[config.mk]
export PLATFORM = sky130hd
export DESIGN_NAME = dpram_fifo_ctrl
export DESIGN_NICKNAME = d
export VERILOG_FILES = /design/src/rtl/dpram_fifo_ctrl.sv
export SDC_FILE = /design/constraint.sdc
export NUM_CORES = 1
export LEC_CHECK = 0
export ABC_AREA = 1
export BUFFER_PORTS_ARGS = -buffer_cell sky130_fd_sc_hd__buf_2
export CORE_ASPECT_RATIO = 1.4
export CORE_UTILIZATION = 58
export DETAILED_ROUTE_END_ITERATION = 8
export GPL_ROUTABILITY_DRIVEN = 1
export GPL_TIMING_DRIVEN = 0
export PLACE_DENSITY = 0.86
export SETUP_SLACK_MARGIN = 0.15
export SYNTH_ARGS = -nofsm -noshare
export SYNTH_HDL_FRONTEND = slang
export SYNTH_SLANG_ARGS = --single-unit
[constraint.sdc]
create_clock -name clk -period 8 [get_ports clk]
set_input_delay 1.2 -clock clk [delete_from_list [all_inputs] [get_ports clk]]
set_output_delay 1.2 -clock clk [all_outputs]
set_load 0.02 [all_outputs]
[src/rtl/dpram_fifo_ctrl.sv]
// Synchronous FIFO controller around a 64x8 dual-port RAM: port 1 writes, port 2 reads,
// 2-entry skid buffer hides the registered read latency. Optional flags: DPRAM_FIFO_ERR_EN.
module dpram_fifo_ctrl #(
  parameter int unsigned DATA_W = 8,
  parameter int unsigned ADDR_W = 6,
  parameter int unsigned DEPTH  = 64
) (
  input  logic              clk,
  input  logic              rst,
  input  logic              wr_valid,
  input  logic [DATA_W-1:0] wr_data,
  output logic              wr_ready,
  output logic              rd_valid,
  output logic [DATA_W-1:0] rd_data,
  input  logic              rd_ready,
  output logic [DATA_W-1:0] ram_data1,
  output logic [ADDR_W-1:0] ram_adr1,
  output logic              ram_we1,
  output logic [ADDR_W-1:0] ram_adr2,
  output logic              ram_we2,
`ifdef DPRAM_FIFO_ERR_EN
  output logic              err_ovf,
  output logic              err_udf,
`endif
  input  logic [DATA_W-1:0] ram_q2
);

  localparam int unsigned CntW = ADDR_W + 1;

  logic [ADDR_W-1:0] wr_ptr_q, wr_ptr_d, rd_ptr_q, rd_ptr_d;
  logic [CntW-1:0]   mem_cnt_q, mem_cnt_d;
  logic              rd_pend_q, rd_pend_d;
  logic [1:0]        skid_cnt_q, skid_cnt_d;
  logic [DATA_W-1:0] head_q, head_d, tail_q, tail_d;
  logic              push, pop, issue;
  logic [2:0]        skid_load;

  assign wr_ready  = (mem_cnt_q < CntW'(DEPTH));
  assign rd_valid  = (skid_cnt_q != 2'd0);
  assign rd_data   = head_q;
  assign push      = wr_valid & wr_ready;
  assign pop       = rd_valid & rd_ready;

  // Occupancy of the skid buffer once everything already committed has landed.
  assign skid_load = {1'b0, skid_cnt_q} + {2'b00, rd_pend_q} - {2'b00, pop};
  assign issue     = (mem_cnt_q != '0) && (skid_load < 3'd2);

  assign ram_we1   = push;
  assign ram_adr1  = wr_ptr_q;
  assign ram_data1 = wr_data;
  assign ram_adr2  = rd_ptr_q;
  assign ram_we2   = 1'b0;

  always_comb begin
    wr_ptr_d  = push  ? wr_ptr_q + ADDR_W'(1) : wr_ptr_q;
    rd_ptr_d  = issue ? rd_ptr_q + ADDR_W'(1) : rd_ptr_q;
    mem_cnt_d = mem_cnt_q + CntW'(push) - CntW'(issue);
    rd_pend_d = issue;
  end

  always_comb begin
    head_d     = head_q;
    tail_d     = tail_q;
    skid_cnt_d = skid_cnt_q;
    case ({rd_pend_q, pop})
      2'b01: begin
        head_d     = tail_q;
        skid_cnt_d = skid_cnt_q - 2'd1;
      end
      2'b10: begin
        if (skid_cnt_q == 2'd0) head_d = ram_q2;
        else                    tail_d = ram_q2;
        skid_cnt_d = skid_cnt_q + 2'd1;
      end
      2'b11: begin
        if (skid_cnt_q == 2'd1) begin
          head_d = ram_q2;
        end else begin
          head_d = tail_q;
          tail_d = ram_q2;
        end
      end
      default: ;
    endcase
  end

  always_ff @(posedge clk) begin
    if (rst) begin
      wr_ptr_q   <= '0;
      rd_ptr_q   <= '0;
      mem_cnt_q  <= '0;
      rd_pend_q  <= 1'b0;
      skid_cnt_q <= 2'd0;
      head_q     <= '0;
      tail_q     <= '0;
    end else begin
      wr_ptr_q   <= wr_ptr_d;
      rd_ptr_q   <= rd_ptr_d;
      mem_cnt_q  <= mem_cnt_d;
      rd_pend_q  <= rd_pend_d;
      skid_cnt_q <= skid_cnt_d;
      head_q     <= head_d;
      tail_q     <= tail_d;
    end
  end

`ifdef DPRAM_FIFO_ERR_EN
  logic err_ovf_q, err_ovf_d, err_udf_q, err_udf_d;

  always_comb begin
    err_ovf_d = err_ovf_q | (wr_valid & ~wr_ready);
    err_udf_d = err_udf_q | (rd_ready & ~rd_valid);
  end

  always_ff @(posedge clk) begin
    if (rst) begin
      err_ovf_q <= 1'b0;
      err_udf_q <= 1'b0;
    end else begin
      err_ovf_q <= err_ovf_d;
      err_udf_q <= err_udf_d;
    end
  end

  assign err_ovf = err_ovf_q;
  assign err_udf = err_udf_q;
`else
  // Overflow and underflow attempts are dropped without any record.
`endif

endmodule

# After elaboration in Yosys (flattened, before gate mapping)
# Index checks and enable logic that the tools add are counted.
word_totals:
  reg_bits: 38
  elab_cells: 42
  inputBits: 20
  out_inout_bits: 32
classes:
  magnitude_cmp: 2
  addsub: 8
  bitwise: 2
  eq_ne: 7
  mux: 7
  reduce_logical: 9
op_table:
  columns: ["operator", "n"]
  rows:
  - ["2-to-1 mux 8 bit", 4]
  - ["case mux 8 bit (3 select lines)", 1]
  - ["case mux 8 bit (2 select lines)", 1]
  - ["adder 6 x 1 -> 6 bit, second input constant", 2]
  - ["adder 7 x 1 -> 7 bit", 1]
  - ["less-than comparator 7 bit, second input constant", 1]
  - ["nonzero test 7 bit", 1]
  - ["subtractor 7 x 1 -> 7 bit", 1]
  - ["!= test 2 bit, second input constant", 3]
  - ["nonzero test 2 bit", 3]
  - ["== test 2 x 1 -> 1 bit, second input constant", 2]
  - ["== test 2 bit, second input constant", 2]
  - ["case mux 2 bit (2 select lines)", 1]
  - ["adder 2 x 1 -> 3 bit", 1]
  - ["less-than comparator 3 x 2 -> 1 bit, second input constant", 1]
  - ["AND reduction 3 bit", 1]
  - ["nonzero test 3 bit", 1]
  - ["subtractor 3 x 1 -> 3 bit", 1]
  - ["adder 2 x 1 -> 2 bit, second input constant", 1]
  - ["AND 1 bit", 2]
  - ["logical NOT 2 bit", 1]
  - ["AND reduction 2 bit", 1]
  - ["subtractor 2 x 1 -> 2 bit, second input constant", 1]
  - ["logical AND 1 bit", 1]

# Depth between registers and ports, before layout
logic_depth:
  word_depth: 6
  depth_mapped: 22
  depth_no_buf: 22

# Worst setup path before layout
# OpenSTA, ideal clock, no wires.
synth_timing:
  path_type: "input to register"
  startpoint: "input port rd_ready"
  endpoint: "register mem_cnt_q[6]"
  stages: 18
  required_time_ps: 7885
  setup_ps: 115
  arrival_ps: 3657
  n_path_buf: 0
  path_slack_ps: 4228
  cell_sequence: "nand2_1 -> nor2_1 -> o21ai_0 -> fa_1 -> nor2_1 -> nor2_4 -> nand2_2 -> inv_1 -> ha_1 -> inv_1 -> ha_1 -> fa_1 -> nand2_1 -> nand3_1 -> nand3_1 -> nand3_1 -> nand2_1 -> nor2_1"
synth_via:
  elab_chain_cells: 5
synth_rtl:
  columns: ["item", "line_no", "source"]
  rows:
  - ["from (decl)", "15", "input logic rd_ready,"]
  - ["AND 1 bit", "42", "assign pop = rd_valid & rd_ready;"]
  - ["subtractor 3 x 1 -> 3 bit", "45", "assign skid_load = {1'b0, skid_cnt_q} + {2'b00, rd_pend_q} - {2'b00, pop};"]
  - ["less-than comparator 3 x 2 -> 1 bit", "46", "assign issue = (mem_cnt_q != '0) && (skid_load < 3'd2);"]
  - ["logical AND 1 bit", "46", null]
  - ["named net issue", "35", "logic push, pop, issue;"]
  - ["subtractor 7 x 1 -> 7 bit", "57", "mem_cnt_d = mem_cnt_q + CntW'(push) - CntW'(issue);"]
  - ["to (signal assigned)", "99", "mem_cnt_q <= mem_cnt_d;"]
  - ["to (decl)", "31", "logic [CntW-1:0] mem_cnt_q, mem_cnt_d;"]
# The timed path passes the listed nets, and every way through them passes these cells.
# A chain may end at the register's enable or synchronous reset.

# Worst setup path in the final report
# Same ends and word-level chain as after synthesis.

==> results.toml <==
[sta]
rsz0062_at_grt = "no"
holdWs_ns = 0.520
fmax_mhz = 256
setup_ws_ns = 4.10
tns_ns = 0
skew_ns = 0.00655
slew-limit-headroom_pct = 66.5
hold_viol_final = 0
period_share_pct = 48.8
tightest_slew_ns = 0.503
setup_viol = 0
slew_violations = 0
post-route-min-period_ns = 3.90

[final_layout]
layout-drive-gt1-share_pct = 19.4
final_common_cell = "nand2_1"
nFillCells = 327
multi_input_area_sq_um = 1200
areaGrowthSynthToFinish_pct = 16.1
most-common-layout-cells = "nand2_1 (73), nor2_1 (61), buf_2 (43), dfxtp_1 (38), inv_1 (31)"
finalNetCount = 407
ff_latch_area_sq_um = 761
num_antenna_cells = 0

[global_route]
grt_antenna_before_repair = 0
grt-ovfl-total = 0
grt_max_degree = 12
first_global_vias = 2006
track_usage_pct = 26.6
grt_pass1_wl_um = 7850

[placed_design]
place_hpwl_um = 3650
place.gp.congestion = 0.862
pre_cts_slack_ns = 3.77
port_buffers = 42

[worst_setup_path]
crit_path_start = "rd_ready"
cp_top_family = "adder cells"
path_depth = 19
crit_chain = "buf_2, nand2_1, nor2_1, o21ai_0, fa_1, nor2_1, nor2_4, nand2_2, inv_1, ha_1, inv_1, ha_1, fa_1, nand2_1, nand3_1, nand3_1, nand3_1, nand2_1, nor2_1"
r2r_end = "mem_cnt_q[6]$_SDFF_PP0_"
start_kind = "primary input"
cp.required_ns = 8.19
worst_path_max_delay_cell = "fa_1"
crit_path_max_incr_delay_ns = 0.41
cp_max_fo = 7
r2r-start = "skid_cnt_q[0]$_SDFFE_PP0P_"
end_kind = "flip-flop"
crit_type = "primary input to flip-flop"
critical_path.endpoint = "mem_cnt_q[6]$_SDFF_PP0_"
reg2reg_depth = 21
arrival_ns = 4.09
cp.buffers_inverters = 3
r2r_slack_ns = 4.31

[die]
die_w_um = 54.0
rows = 26
die_area_sq_um = 4040
initial_core_util_pct = 60.3
die_h_um = 74.8
io_pins = 52
core_sq_um = 3640

[run_status]
status = "finished, final reports clean"

[logic_synthesis]
synthTopCellsByArea = "dfxtp_1 (35%), nand2_1 (12%), nor2_1 (10%)"
async_flop_share_pct = 0
synthFlopType = "dfxtp_1"
ys_ff_latch = 38
synth_area_sq_um = 2200
synth_top_area_share_pct = 34.6
synth_top_cell_by_area = "dfxtp_1"
ys_types = 27
ys_seq_area_share_pct = 34.6
synth_edf_count = 0
synth_nets = 358
yosysWarnings = 0
syn-instance-count = 322
postSynthAreaPerCell_sq_um = 6.82

[cts]
cts_buffers = 5
cts_root_buf = "clkbuf_8"
clockBufferDepth = 2
postCtsHoldBufs = 0
htree_levels = 2
postCtsSetupBuffers = 0
cts-resized-gates = 0
clk_latency_ns = 0.30
clk_pin_slew_ns = 0.07
cts_tree = "yes"
clkSinkCount = 38

[pwr]
p_per_area_nw_per_um2 = 402
p_total_w = 0.00103
p_leak_nw = 1.32
ir_drop_mv = 0.236

[detailed_routing]
drc = 0
wl_um = 4840
vias_per_cell = 5.28
wl_per_cell_um = 11.7
dr_total_vias = 2184
first_pass_iters = 4
ant_nets = 0
drt_first_iter_violations = 67

[run]
cap_viol_max_count = 0

[worst_hold_path]
min_path_type = "flip-flop to flip-flop"
==> worst reg2reg max path: stages, from the launching register on <==
cell and delay [ns]:
dfxtp_1 0.40, inv_1 0.09, ha_1 0.23, inv_2 0.09, nand2_1 0.08, nor2_1 0.19, o21ai_0 0.16, fa_1 0.41
nor2_1 0.20, nor2_4 0.09, nand2_2 0.14, inv_1 0.10, ha_1 0.27, inv_1 0.04, ha_1 0.21, fa_1 0.39
nand2_1 0.10, nand3_1 0.11, nand3_1 0.12, nand3_1 0.07, nand2_1 0.06, nor2_1 0.04
==> report_power, final <==
group | total [W] | internal (W) | switching, W
registers | 0.000295 | 0.000252 | 0.0000434
logic | 0.000594 | 0.000209 | 0.000385
clock network | 0.000137 | 0.0000695 | 0.0000673
==> per-stage QoR <==
stage               cell area (sq um)  utilization (%)  cells
floorplan                        2200                -    322
global placement                 2460             67.5    406
detailed placement               2460             67.5    406
CTS                              2550             70.0    414
global route                     2550             70.0    414
finish                           2550             70.0    414
==> flip-flops by register name, indices dropped and copies added, names as in the netlist <==
register / cells
skid_cnt_q: 2
mem_cnt_q: 7
rd_pend_q: 1
tail_q: 8
rd_data: 8
ram_adr2: 6
ram_adr1: 6
==> layer usage <==
metal | wire length, um | track usage [%]
met1 | 1900 | 25.5
met2 | 2590 | 50.1
met3 | 226 | 5.66
met4 | 123 | 15.1
met5 | 0 | 0
==> logic make-up (layout without fill, tap and decap cells) <==
kind of cell	count (synthesis)	in the layout	synth area share [%]
other	1	1	0.171
adder cells (fa/ha/maj)	16	16	9.80
AO/OA/AOI/OAI	37	37	9.11
XOR/XNOR	6	6	2.39
AND/OR/NAND/NOR	174	174	33.1
flip-flops	38	38	34.6
buffers and inverters	50	100	10.8
==> Yosys cell counts, types with 4 or more instances <==
master    n
inv_1    31
nand3_1  29
buf_4    10
nor2_1   61
o21ai_0  22
xor2_1    4
dfxtp_1  38
ha_1     14
nand2_1  73
a21oi_1  12
nand4_1   4
==> how the worst min path moves through the flow <==
stage | from | to | slack (ns) | cells past startpoint
after floorplan | tail_q[0]$_SDFFE_PP0P_ | tail_q[0]$_SDFFE_PP0P_ | 0.50 | 2
after global placement | ram_adr1[5]$_SDFFE_PP0P_ | ram_adr1[5]$_SDFFE_PP0P_ | 0.50 | 3
after detailed placement | ram_adr1[5]$_SDFFE_PP0P_ | ram_adr1[5]$_SDFFE_PP0P_ | 0.51 | 3
after CTS | ram_adr1[5]$_SDFFE_PP0P_ | ram_adr1[5]$_SDFFE_PP0P_ | 0.52 | 3
after global routing | ram_adr2[4]$_SDFFE_PP0P_ | ram_adr2[4]$_SDFFE_PP0P_ | 0.55 | 2
final | ram_adr1[5]$_SDFFE_PP0P_ | ram_adr1[5]$_SDFFE_PP0P_ | 0.52 | 3
==> area by class of cell <==
type	instances	share of cell area [%]
Tap cell	42	2.06
Clock inverter	1	0.196
Inverter	35	5.25
Sequential cell	38	29.8
Buffer	15	4.02
Clock buffer	7	3.38
Multi-Input combinational cell	234	47.0
Timing Repair Buffer	42	8.24
(Power assumes the default switching activity.)
